## src/rtl/vlsu_axi_txn_limiter.sv

```systemverilog
// Outstanding-burst limiter for the vector LSU AXI master port: gates AR/AW when a bound is hit
// or a drain is requested, and reports outstanding counts and idleness for fencing.

package vlsu_axi_txn_limiter_pkg;

  typedef struct packed {
    logic [3:0]  id;
    logic [31:0] addr;
    logic [7:0]  len;
    logic [2:0]  size;
    logic [1:0]  burst;
  } ax_chan_t;

  typedef struct packed {
    logic [63:0] data;
    logic [7:0]  strb;
    logic        last;
  } w_chan_t;

  typedef struct packed {
    logic [3:0] id;
    logic [1:0] resp;
  } b_chan_t;

  typedef struct packed {
    logic [3:0]  id;
    logic [63:0] data;
    logic [1:0]  resp;
    logic        last;
  } r_chan_t;

  typedef struct packed {
    ax_chan_t aw;
    logic     aw_valid;
    w_chan_t  w;
    logic     w_valid;
    logic     b_ready;
    ax_chan_t ar;
    logic     ar_valid;
    logic     r_ready;
  } axi_req_t;

  typedef struct packed {
    logic     aw_ready;
    logic     ar_ready;
    logic     w_ready;
    b_chan_t  b;
    logic     b_valid;
    r_chan_t  r;
    logic     r_valid;
  } axi_resp_t;

endpackage

module vlsu_axi_txn_limiter #(
  parameter int unsigned MaxRdTxn = 8,
  parameter int unsigned MaxWrTxn = 8,
  parameter type axi_req_t  = vlsu_axi_txn_limiter_pkg::axi_req_t,
  parameter type axi_resp_t = vlsu_axi_txn_limiter_pkg::axi_resp_t,
  localparam int unsigned RdCntW = $clog2(MaxRdTxn + 1),
  localparam int unsigned WrCntW = $clog2(MaxWrTxn + 1)
) (
  input  logic              clk_i,
  input  logic              rst_i,
  input  axi_req_t          slv_req_i,
  output axi_resp_t         slv_resp_o,
  output axi_req_t          mst_req_o,
  input  axi_resp_t         mst_resp_i,
  input  logic              drain_i,
  output logic [RdCntW-1:0] rd_outstanding_o,
  output logic [WrCntW-1:0] wr_outstanding_o,
  output logic              idle_o,
  output logic              cnt_err_o
);

  logic [RdCntW-1:0] rd_cnt;
  logic [WrCntW-1:0] wr_cnt;
  logic              cnt_err;
  logic              rd_block;
  logic              wr_block;
  logic              rd_inc;
  logic              rd_dec;
  logic              wr_inc;
  logic              wr_dec;

  // Blocking looks only at registered counts, so R/B never reach AR/AW combinationally.
  assign rd_block = drain_i | (rd_cnt == RdCntW'(MaxRdTxn));
  assign wr_block = drain_i | (wr_cnt == WrCntW'(MaxWrTxn));

  always_comb begin
    mst_req_o           = slv_req_i;
    mst_req_o.ar_valid  = slv_req_i.ar_valid & ~rd_block;
    mst_req_o.aw_valid  = slv_req_i.aw_valid & ~wr_block;
    slv_resp_o          = mst_resp_i;
    slv_resp_o.ar_ready = mst_resp_i.ar_ready & ~rd_block;
    slv_resp_o.aw_ready = mst_resp_i.aw_ready & ~wr_block;
  end

  assign rd_inc = mst_req_o.ar_valid & mst_resp_i.ar_ready;
  assign wr_inc = mst_req_o.aw_valid & mst_resp_i.aw_ready;
  assign rd_dec = mst_resp_i.r_valid & slv_req_i.r_ready & mst_resp_i.r.last;
  assign wr_dec = mst_resp_i.b_valid & slv_req_i.b_ready;

  // A completion with nothing outstanding leaves the count at zero and latches the error.
  always_ff @(posedge clk_i or posedge rst_i) begin
    if (rst_i) begin
      rd_cnt  <= '0;
      wr_cnt  <= '0;
      cnt_err <= 1'b0;
    end else begin
      if (rd_inc && !rd_dec) begin
        rd_cnt <= rd_cnt + RdCntW'(1);
      end else if (!rd_inc && rd_dec) begin
        if (rd_cnt == '0) cnt_err <= 1'b1;
        else              rd_cnt  <= rd_cnt - RdCntW'(1);
      end
      if (wr_inc && !wr_dec) begin
        wr_cnt <= wr_cnt + WrCntW'(1);
      end else if (!wr_inc && wr_dec) begin
        if (wr_cnt == '0) cnt_err <= 1'b1;
        else              wr_cnt  <= wr_cnt - WrCntW'(1);
      end
    end
  end

  assign rd_outstanding_o = rd_cnt;
  assign wr_outstanding_o = wr_cnt;
  assign idle_o           = (rd_cnt == '0) && (wr_cnt == '0);
  assign cnt_err_o        = cnt_err;

endmodule

```

## config.mk

```make
export PLATFORM = sky130hd
export DESIGN_NAME = vlsu_axi_txn_limiter
export DESIGN_NICKNAME = d
export VERILOG_FILES = /design/src/rtl/vlsu_axi_txn_limiter.sv
export SDC_FILE = /design/constraint.sdc
export NUM_CORES = 1
export LEC_CHECK = 0
export CAP_MARGIN = 0
export CORE_AREA = 3 3 204 206
export DETAILED_ROUTE_END_ITERATION = 12
export DIE_AREA = 0 0 207 209
export PLACE_DENSITY = 0.46
export SYNTH_ARGS = -nofsm -noshare
export SYNTH_HDL_FRONTEND = slang
export SYNTH_SLANG_ARGS = --single-unit
```

## constraint.sdc

```tcl
create_clock -name clk_i -period 3.1 [get_ports clk_i]
set_input_delay 0.31 -clock clk_i [delete_from_list [all_inputs] [get_ports clk_i]]
set_output_delay 0.31 -clock clk_i [all_outputs]
set_load 0.01 [all_outputs]
```

==> impl_metrics.env <==
export IMPL_critical_path_buf_inv_count=1
export IMPL_crit_type="reg -> reg"
export IMPL_diodes=0
export IMPL_worstPathMaxFanout=5
export IMPL_synthesis_nets=596
export IMPL_final_core_util_pct=4.51
export IMPL_drt_iter0_markers=47
export IMPL_drt_wl_total_um=9950
export IMPL_cts_setup_buffers=0
export IMPL_layout_drive_gt1_share_pct=12.5
export IMPL_postCtsHoldBufs=0
export IMPL_cts_buffers=3
export IMPL_synthCells=325
export IMPL_crit_chain="nor3_2 -> and2_1 -> nor3b_1 -> and2_1 -> ha_1 -> inv_1 -> ha_1 -> a21o_1 -> a21oi_1 -> mux2_1 -> a221o_1"
export IMPL_tns_ns=0
export IMPL_ys_seq_area_share_pct=8.63
export IMPL_setup_violations=0
export IMPL_gp_congestion=0.643
export IMPL_dp_worst_setup_slack_ns=0.109
export IMPL_die_x_um=207
export IMPL_grt_usage_pct=4.21
export IMPL_endpoint_kind="flip-flop"
export IMPL_antenna_found_initial=1
export IMPL_r2r_start="wr_outstanding_o[0]"
export IMPL_synth_main_ff_cell="dfrtp_1"
export IMPL_power_total_mw=1.08
export IMPL_area_growth_pct=-31.2
export IMPL_reg2reg_setup_slack_ns=0.27
export IMPL_pin_count=529
export IMPL_die_area_um2=43300
export IMPL_fmaxAchievable_mhz=353
export IMPL_ant_nets=0
export IMPL_post_cts_resized=0
export IMPL_avgRoutedWirePerCell_um=15.6
export IMPL_core_um2=39800
export IMPL_dp_hpwl_um=8740
export IMPL_crit_path_max_incr_delay_ns=0.38
export IMPL_outcome="finished, final reports clean"
export IMPL_synth_area_um2=2610
export IMPL_clk_latency_ns=0.23
export IMPL_grt_pass1_vias=1320
export IMPL_synth_edf_count=0
export IMPL_clk_pin_slew_ns=0.04
export IMPL_routed_via_count=1123
export IMPL_grt_max_degree=10
export IMPL_finalHoldViolCount=0
export IMPL_hp_class="in -> async"
export IMPL_rsz0062_at_grt="false"
export IMPL_setup_ws_ns=0.269
export IMPL_port_buffers=30
export IMPL_whs_ns=0.342
export IMPL_fin_crit_sh_pct=91.3
export IMPL_maxSlewHeadroom_pct=73.4
export IMPL_ys_types=27
export IMPL_nets=384
export IMPL_drc=0
export IMPL_clk_path_buf_depth=2
export IMPL_cts_tree="yes"
export IMPL_start_kind="flip-flop"
export IMPL_htree_num_levels=1
export IMPL_synth_seq_cells=9
export IMPL_core_rowCount=73
export IMPL_p_leak_nw=0.497
export IMPL_reg2reg_depth=11
export IMPL_power_density_nw_per_um2=600
export IMPL_syn_area_per_cell_um2=8.03
export IMPL_clock_sinks=9
export IMPL_drv_cap=0
export IMPL_clock_root_buffer="clkbuf_16"
export IMPL_irDropWorstVdd_mv=0.150
export IMPL_drt_pass1_iterations=4
export IMPL_vias_per_cell=1.76
export IMPL_grt_overflow_total=0
export IMPL_r2r_end="wr_outstanding_o[3]"
export IMPL_yosysWarningCount=0
export IMPL_die_h_um=209
export IMPL_grt_pass1_wl_um=12400
export IMPL_crit_slowest_cell="dfrtp_1"
export IMPL_finalCriticalPeriod_ns=2.83
export IMPL_start_util_pct=6.55
export IMPL_worstMarginPinSlew_ns=0.398
export IMPL_async_flop_share_pct=100
export IMPL_path_delay_family="compound AO/OA/AOI/OAI gates"
export IMPL_worst_ep_arrival_time_ns=2.94
export IMPL_worst_endpoint_required_ns=3.21
export IMPL_finalClockSkew_ns=0.00254
export IMPL_drv_slew=0
worst max-delay path by stage:
| stage | from | to | cells past startpoint |
|---|---|---|---|
| 6_report | wr_outstanding_o[0] | wr_outstanding_o[3] | 11 |
| 5_1_grt | rd_outstanding_o[1] | rd_outstanding_o[3] | 10 |
| 4_1_cts | wr_outstanding_o[0] | wr_outstanding_o[3] | 11 |
| 3_5_place_dp | drain_i | wr_outstanding_o[3] | 10 |
| 3_3_place_gp | drain_i | rd_outstanding_o[3] | 10 |
| 2_1_floorplan | wr_outstanding_o[0] | wr_outstanding_o[3] | 11 |
layer usage:
metal	wire length, µm	share of wire (%)	GRT usage, %	up-vias
met1	2550	26	3.25	396
met5	9	0.090	0	-
met4	1060	11	4.17	2
met2	4080	41	5.84	258
met3	2260	23	4.23	132
li1	-	-	-	335
Yosys cell counts, drive strengths merged (2+ instances only):
master  instances  area (µm²)
nand3           2        10.0
and2            4        25.0
nor2            3        13.8
nor3b           4        30.0
dfrtp           9         225
a21oi           3        15.0
inv             6        22.5
nor3            5        30.0
fa              2        40.0
xor2            2        17.5
or3             2        12.5
xnor2           3        26.3
mux2            3        33.8
buf           254        1910
o31ai           2        15.0
nand2           5        18.8
ha              8         100
worst reg2reg max path: stages, from the launching register on:
cell	delay (ns)
dfrtp_1	0.38
nor3_2	0.22
and2_1	0.19
nor3b_1	0.07
and2_1	0.16
ha_1	0.23
inv_1	0.15
ha_1	0.25
a21o_1	0.17
a21oi_1	0.24
mux2_1	0.35
a221o_1	0.30
cell families after synthesis:
| group | synth area share [%] |
|---|---|
| buffers and inverters | 73.9 |
| multiplexers | 1.68 |
| adder cells (fa/ha/maj) | 5.37 |
| XOR/XNOR | 1.68 |
| AND/OR/NAND/NOR | 6.04 |
| flip-flops | 8.63 |
| AO/OA/AOI/OAI | 2.68 |
power breakdown:
group / total, mW / internal (mW) / switching, mW / leakage (nW)
clock: 0.225 / 0.172 / 0.0537 / 0.0382
combinational: 0.615 / 0.318 / 0.297 / 0.354
sequential: 0.237 / 0.178 / 0.0593 / 0.104
placed cells by master, fill, tap and decap left out, drive strengths merged, types with 3 or more instances in the layout:
| master | instances |
|---|---|
| inv | 6 |
| xnor2 | 3 |
| buf | 7 |
| nor3b | 4 |
| and2 | 4 |
| dfrtp | 9 |
| nor3 | 5 |
| a21oi | 3 |
| nand2 | 5 |
| clkdlybuf4s50 | 30 |
| nor2 | 3 |
| clkbuf | 4 |
| ha | 8 |
| mux2 | 3 |
layout make-up:
class                   instances  area [µm²]
repair buffers                 37         353
multi-input cells              56         460
clock buffers                   4        78.8
well taps                     525         657
inverters                       6        22.5
flip-flops and latches          9         225
fillers                      4754       38000
sequential cells by signal, summed over array words and instances, names as in the netlist:
name,cells
cnt_err_o,1
rd_outstanding_o,4
wr_outstanding_o,4
per-stage QoR:
stage | cell area (µm²) | std cells
after detailed placement | 1710 | 633
after global routing | 1800 | 637
after CTS | 1790 | 637
after floorplan | 2610 | 325
final | 1800 | 637
after global placement | 1710 | 633
Power figures use the tool's default switching activity.
